**src/rtl/bus_arb_pkg.sv**
```systemverilog
// Shared types for the two-requester bus arbiter: FSM states, counter width
// and the encoding of a grant index.
package bus_arb_pkg;

   typedef enum logic [1:0] {
      IDLE   = 2'd0,
      ACCESS = 2'd1,
      DONE   = 2'd2
   } state_t;

   localparam int CNT_W = 4;

   typedef enum logic {
      GRANT_0 = 1'b0,
      GRANT_1 = 1'b1
   } grant_t;

endpackage

```
**src/rtl/bus_arb_rr_pick.sv**
```systemverilog
// Combinational two-way round-robin select. On a tie the requester that did
// not win last time is chosen.
module rr_pick
   import bus_arb_pkg::*;
(
   input  logic   i_req0,
   input  logic   i_req1,
   input  grant_t i_last_grant,
   output logic   o_grant_valid,
   output grant_t o_grant_idx
);

   always_comb begin
      o_grant_valid = i_req0 | i_req1;
      if (i_req0 && i_req1) begin
         o_grant_idx = (i_last_grant == GRANT_0) ? GRANT_1 : GRANT_0;
      end else if (i_req1) begin
         o_grant_idx = GRANT_1;
      end else begin
         o_grant_idx = GRANT_0;
      end
   end

endmodule

```
**src/rtl/bus_arbiter.sv**
```systemverilog
// Shares one external data bus between the CPU memory stage (port 0) and a
// DMA/debug master (port 1) with fixed-length accesses and a one-cycle ack.
module bus_arbiter
   import bus_arb_pkg::*;
#(
   parameter int ADDR_W      = 32,
   parameter int DATA_W      = 32,
   parameter int WAIT_STATES = 2
) (
   input  logic              clk,
   input  logic              rst,
   input  logic              i_req0,
   input  logic              i_we0,
   input  logic [ADDR_W-1:0] i_addr0,
   input  logic [DATA_W-1:0] i_wdata0,
   output logic              o_ack0,
   input  logic              i_req1,
   input  logic              i_we1,
   input  logic [ADDR_W-1:0] i_addr1,
   input  logic [DATA_W-1:0] i_wdata1,
   output logic              o_ack1,
   output logic [DATA_W-1:0] o_rdata,
   output logic              o_busy,
   output logic [ADDR_W-1:0] o_addr,
   output logic              o_cs,
   output logic              o_wr_rd,
   output logic [DATA_W-1:0] o_data_bus_write,
   input  logic [DATA_W-1:0] i_data_bus_read
);

   state_t             r_state,   w_state_nxt;
   logic [CNT_W-1:0]   r_cnt,     w_cnt_nxt;
   grant_t             r_last,    w_last_nxt;
   logic [ADDR_W-1:0]  r_addr,    w_addr_nxt;
   logic [DATA_W-1:0]  r_dbw,     w_dbw_nxt;
   logic [DATA_W-1:0]  r_rdata,   w_rdata_nxt;
   logic               r_cs,      w_cs_nxt;
   logic               r_wr_rd,   w_wr_rd_nxt;
   logic               r_ack0,    w_ack0_nxt;
   logic               r_ack1,    w_ack1_nxt;
   logic               r_busy,    w_busy_nxt;

   logic               w_grant_valid;
   grant_t             w_grant_idx;

   rr_pick u_rr_pick (
      .i_req0        (i_req0),
      .i_req1        (i_req1),
      .i_last_grant  (r_last),
      .o_grant_valid (w_grant_valid),
      .o_grant_idx   (w_grant_idx)
   );

   always_comb begin
      // NOTE: every signal gets a default before the case so no path leaves one unassigned (no latches).
      w_state_nxt = r_state;
      w_cnt_nxt   = r_cnt;
      w_last_nxt  = r_last;
      w_addr_nxt  = r_addr;
      w_dbw_nxt   = r_dbw;
      w_rdata_nxt = r_rdata;
      w_cs_nxt    = r_cs;
      w_wr_rd_nxt = r_wr_rd;
      w_ack0_nxt  = 1'b0;
      w_ack1_nxt  = 1'b0;

      unique case (r_state)
         IDLE: begin
            w_cs_nxt    = 1'b0;
            w_wr_rd_nxt = 1'b0;
            if (w_grant_valid) begin
               w_addr_nxt  = (w_grant_idx == GRANT_1) ? i_addr1  : i_addr0;
               w_wr_rd_nxt = (w_grant_idx == GRANT_1) ? i_we1    : i_we0;
               w_dbw_nxt   = (w_grant_idx == GRANT_1) ? i_wdata1 : i_wdata0;
               w_cs_nxt    = 1'b1;
               w_cnt_nxt   = CNT_W'(WAIT_STATES - 1);
               w_last_nxt  = w_grant_idx;
               w_state_nxt = ACCESS;
            end
         end
         ACCESS: begin
            // Bus data is captured in the final cycle that cs is asserted.
            if (r_cnt == '0) begin
               if (!r_wr_rd) w_rdata_nxt = i_data_bus_read;
               w_cs_nxt    = 1'b0;
               w_wr_rd_nxt = 1'b0;
               w_ack0_nxt  = (r_last == GRANT_0);
               w_ack1_nxt  = (r_last == GRANT_1);
               w_state_nxt = DONE;
            end else begin
               w_cnt_nxt = r_cnt - CNT_W'(1);
            end
         end
         DONE:    w_state_nxt = IDLE;
         default: w_state_nxt = IDLE;
      endcase

      w_busy_nxt = (w_state_nxt != IDLE);
   end

   // NOTE: sequential state uses non-blocking assignments so all registers update together at the edge.
   always_ff @(posedge clk) begin
      if (rst) begin
         r_state <= IDLE;
         r_cnt   <= '0;
         r_last  <= GRANT_1;
         r_addr  <= '0;
         r_dbw   <= '0;
         r_rdata <= '0;
         r_cs    <= 1'b0;
         r_wr_rd <= 1'b0;
         r_ack0  <= 1'b0;
         r_ack1  <= 1'b0;
         r_busy  <= 1'b0;
      end else begin
         r_state <= w_state_nxt;
         r_cnt   <= w_cnt_nxt;
         r_last  <= w_last_nxt;
         r_addr  <= w_addr_nxt;
         r_dbw   <= w_dbw_nxt;
         r_rdata <= w_rdata_nxt;
         r_cs    <= w_cs_nxt;
         r_wr_rd <= w_wr_rd_nxt;
         r_ack0  <= w_ack0_nxt;
         r_ack1  <= w_ack1_nxt;
         r_busy  <= w_busy_nxt;
      end
   end

   assign o_ack0           = r_ack0;
   assign o_ack1           = r_ack1;
   assign o_rdata          = r_rdata;
   assign o_busy           = r_busy;
   assign o_addr           = r_addr;
   assign o_cs             = r_cs;
   assign o_wr_rd          = r_wr_rd;
   assign o_data_bus_write = r_dbw;

endmodule

```
**config.mk**
```make
export PLATFORM = sky130hd
export DESIGN_NAME = bus_arbiter
export DESIGN_NICKNAME = d
export VERILOG_FILES = /design/src/rtl/bus_arb_pkg.sv /design/src/rtl/bus_arb_rr_pick.sv /design/src/rtl/bus_arbiter.sv
export SDC_FILE = /design/constraint.sdc
export NUM_CORES = 1
export LEC_CHECK = 0
export CAP_MARGIN = 20
export CORE_MARGIN = 1
export CORE_UTILIZATION = 26
export CTS_CLUSTER_DIAMETER = 200
export DETAILED_ROUTE_END_ITERATION = 16
export SYNTH_ARGS = -nofsm -noshare
export SYNTH_HDL_FRONTEND = slang
export SYNTH_SLANG_ARGS = --single-unit
```
**constraint.sdc**
```tcl
create_clock -name clk -period 1.73 [get_ports clk]
set_input_delay 0.346 -clock clk [delete_from_list [all_inputs] [get_ports clk]]
set_output_delay 0.346 -clock clk [all_outputs]
set_load 0.03 [all_outputs]
```
==> metrics.txt <==
syn avg cell area 10.4 um2; RePlAce Congestion 0.782; Setup-failing EPs final 0; # IOs 267; port buffer count 266; Distinct cells, synth 34; Post-Synth Adder-Cell Area 0.00575; GRT overflow 0; Core Area 0.0161 mm2; Yosys top cell by area dfxtp_1; Fin. Hold Viols 0; Worst-Skew Late Latency 0.34 ns; Max Cap Violations 0; most common cell in the synthesized netlist dfxtp_1; Inst Count DP 884; Max Fclk 588 MHz; Synth Cell Area 0.00435 mm2; post-CTS setup repair buffer count 0; CTS Buf Count 9; complex-gate fraction of the synthesized area 0.229; sequential-to-total area share from yosys stat 0.497; Pre-antenna DRT Iters 4; Crit Reg-Reg Startpoint r_cnt[0]$_SDFFE_PP0P_; PwrDens 921 mW/mm2; WS Path Type reg -> out; antenna violations before repair 0; CP required 1.38 ns; Top delay family on crit path buffers and inverters; Pwr Total 7.20 mW; CP Cell Sequence clkdlybuf4s50_1; die area 0.0173 mm2; Synth Flop Type dfxtp_1; Arr. time, crit path 1.35 ns; total number of vias 4249; Layout Nets 847; CTS sink cnt 108; Leak 3.81 nW; row count 46; clock skew 0.00526 ns; minimum clock period 1.70 ns; Cell Area, Placed 0.00742 mm2; ranking of synthesized cells by area dfxtp_1 (50%), mux2i_1 (15%), o2bb2ai_1 (13%); largest family of logic cells by synthesized area compound AO/OA/AOI/OAI gates; worst slew pin tran 0.387 ns; starting density of the core 0.270; Hold Buf Count CTS 0; post-layout util 0.485; # diodes 0; EDFF count, synth 0; Post-Syn Nets 585; drt first-iter violations 91; Hold Crit Start o_addr[18]$_SDFFE_PP0P_; Reg clk slew, reported paths 0.07 ns; Antenna Nets Post-Route 0; Routed WL per cell 15.9 um; die height 131 um; Mapped Cells 417; Async S/R FF share, synth 0; Post-route DRC 0; XOR/XNOR share of the synthesized area 0; CP bufs+invs 1; largest net degree at the start of global routing 39; share of the synthesized area in the top cell type 0.497; slowest stage cell, crit path clkdlybuf4s50_1; pre-CTS setup slack -0.167 ns; placed wire-length estimate 10.7 mm; via/cell ratio 4.73; Crit. End Element primary output; H-Tree Depth 3; multiplexer share of the synthesized area 0.149; final worst-path cycle share 0.982; final hold slack 0.454 ns; most frequent cells after synthesis dfxtp_1 (108), mux2i_1 (65), o2bb2ai_1 (64); first-pass GRT wire length 22.8 mm; #FFs+latches synth 108; Setup TNS 0 ns; Cell Count, Final, Fillers Out 899; final worst setup slack 0.0304 ns; vias in the first global route 4438; crit-path max FO 2; Post-Synth Simple-Gate Area 0.0707; status finished, final reports clean; worst setup path start o_data_bus_write[10]$_SDFFE_PP0P_; layout cell share with drive strength beyond 1 0.0659; peak per-stage delay on the critical path 0.67 ns; final wirelength 14.3 mm; startpoint class of the critical path flip-flop; Ys Warns 0; Die X 131 um; Root Driver clkbuf_16; CTS tree built; Slew Limit Fails 0; Layout area overhead 79.5%; cell area after layout 0.00782 mm2; gr usage total 0.165; Hold Path Class reg -> reg; clock tree buffer depth 2; Filler cells 1456; Worst slew margin 0.742; maximum vdd drop 0.000528 V
[power breakdown]
part           switching (mW)  internal (mW)
Combinational            1.23           1.05
Sequential              0.145           2.75
Clock                   0.864           1.15
[logic make-up (layout without fill, tap and decap cells)]
kind of cell / after synthesis / count (layout)
fa+ha+maj: 2 / 2
mux: 65 / 65
buf+inv: 43 / 309
flops: 108 / 108
simple gates: 53 / 53
compound gates: 146 / 146
[path summary, 6_finish.rpt]
| kind | cells past startpoint | slack [ns] | end |
|---|---|---|---|
| max reg2reg | 6 | 0.13 | o_rdata[0]$_SDFFE_PP0P_ |
| min reg2reg | 1 | 0.45 | o_addr[18]$_SDFFE_PP0P_ |
| min | 1 | 0.45 | o_addr[18]$_SDFFE_PP0P_ |
| max | 1 | 0.03 | o_data_bus_write[10] |
[sequential cells by signal, indices dropped and copies added (netlist names)]
signal and cells:
o_busy 1, r_cnt 4, o_data_bus_write 32, o_ack1 1, o_rdata 32, o_addr 32
r_last 1, r_state 2, o_cs 1, o_wr_rd 1, o_ack0 1
[metal layers]
metal	vias up	track usage	routed length [um]
li1	2082	-	-
met1	1972	0.187	5930
met2	174	0.287	7010
met3	21	0.0509	1070
met4	0	0.0672	314
met5	-	0	0
[layout make-up]
| class | count | area (um2) | area share |
|---|---|---|---|
| timing repair buffer | 289 | 3060 | 0.392 |
| sequential | 108 | 2160 | 0.277 |
| multi-input combinational | 266 | 2020 | 0.258 |
| tap | 216 | 270 | 0.0346 |
| clock buffer | 13 | 250 | 0.0320 |
| clock inverter | 2 | 35.0 | 0.00448 |
| inverter | 5 | 18.8 | 0.00240 |
[placed cells by master (no fill, tap or decap), types with 2 or more instances in the layout]
cell | netlist | routed
dlygate4sd2_1 | 0 | 35
o21ai_0 | 7 | 6
nand2b_1 | 2 | 2
clkbuf_16 | 0 | 9
o21ai_1 | 30 | 31
or4_1 | 2 | 2
clkbuf_1 | 8 | 3
o2bb2ai_1 | 64 | 64
inv_1 | 5 | 5
nand3_1 | 33 | 32
or3_1 | 2 | 2
a21oi_1 | 39 | 38
buf_4 | 6 | 11
dlymetal6s2s_1 | 0 | 56
or3b_1 | 2 | 2
nand2_1 | 2 | 2
ha_1 | 2 | 2
dfxtp_1 | 108 | 108
buf_6 | 0 | 2
mux2i_1 | 65 | 65
buf_12 | 0 | 10
clkdlybuf4s50_1 | 0 | 175
nor3b_4 | 0 | 2
[repair_timing]
| item | 4_1_cts | 5_1_grt |
|---|---|---|
| endpoints found under the hold margin | 0 | 0 |
| endpoints found under the setup margin | 35 | 84 |
| gates resized for setup | 35 | 61 |
(Power assumes the default switching activity.)
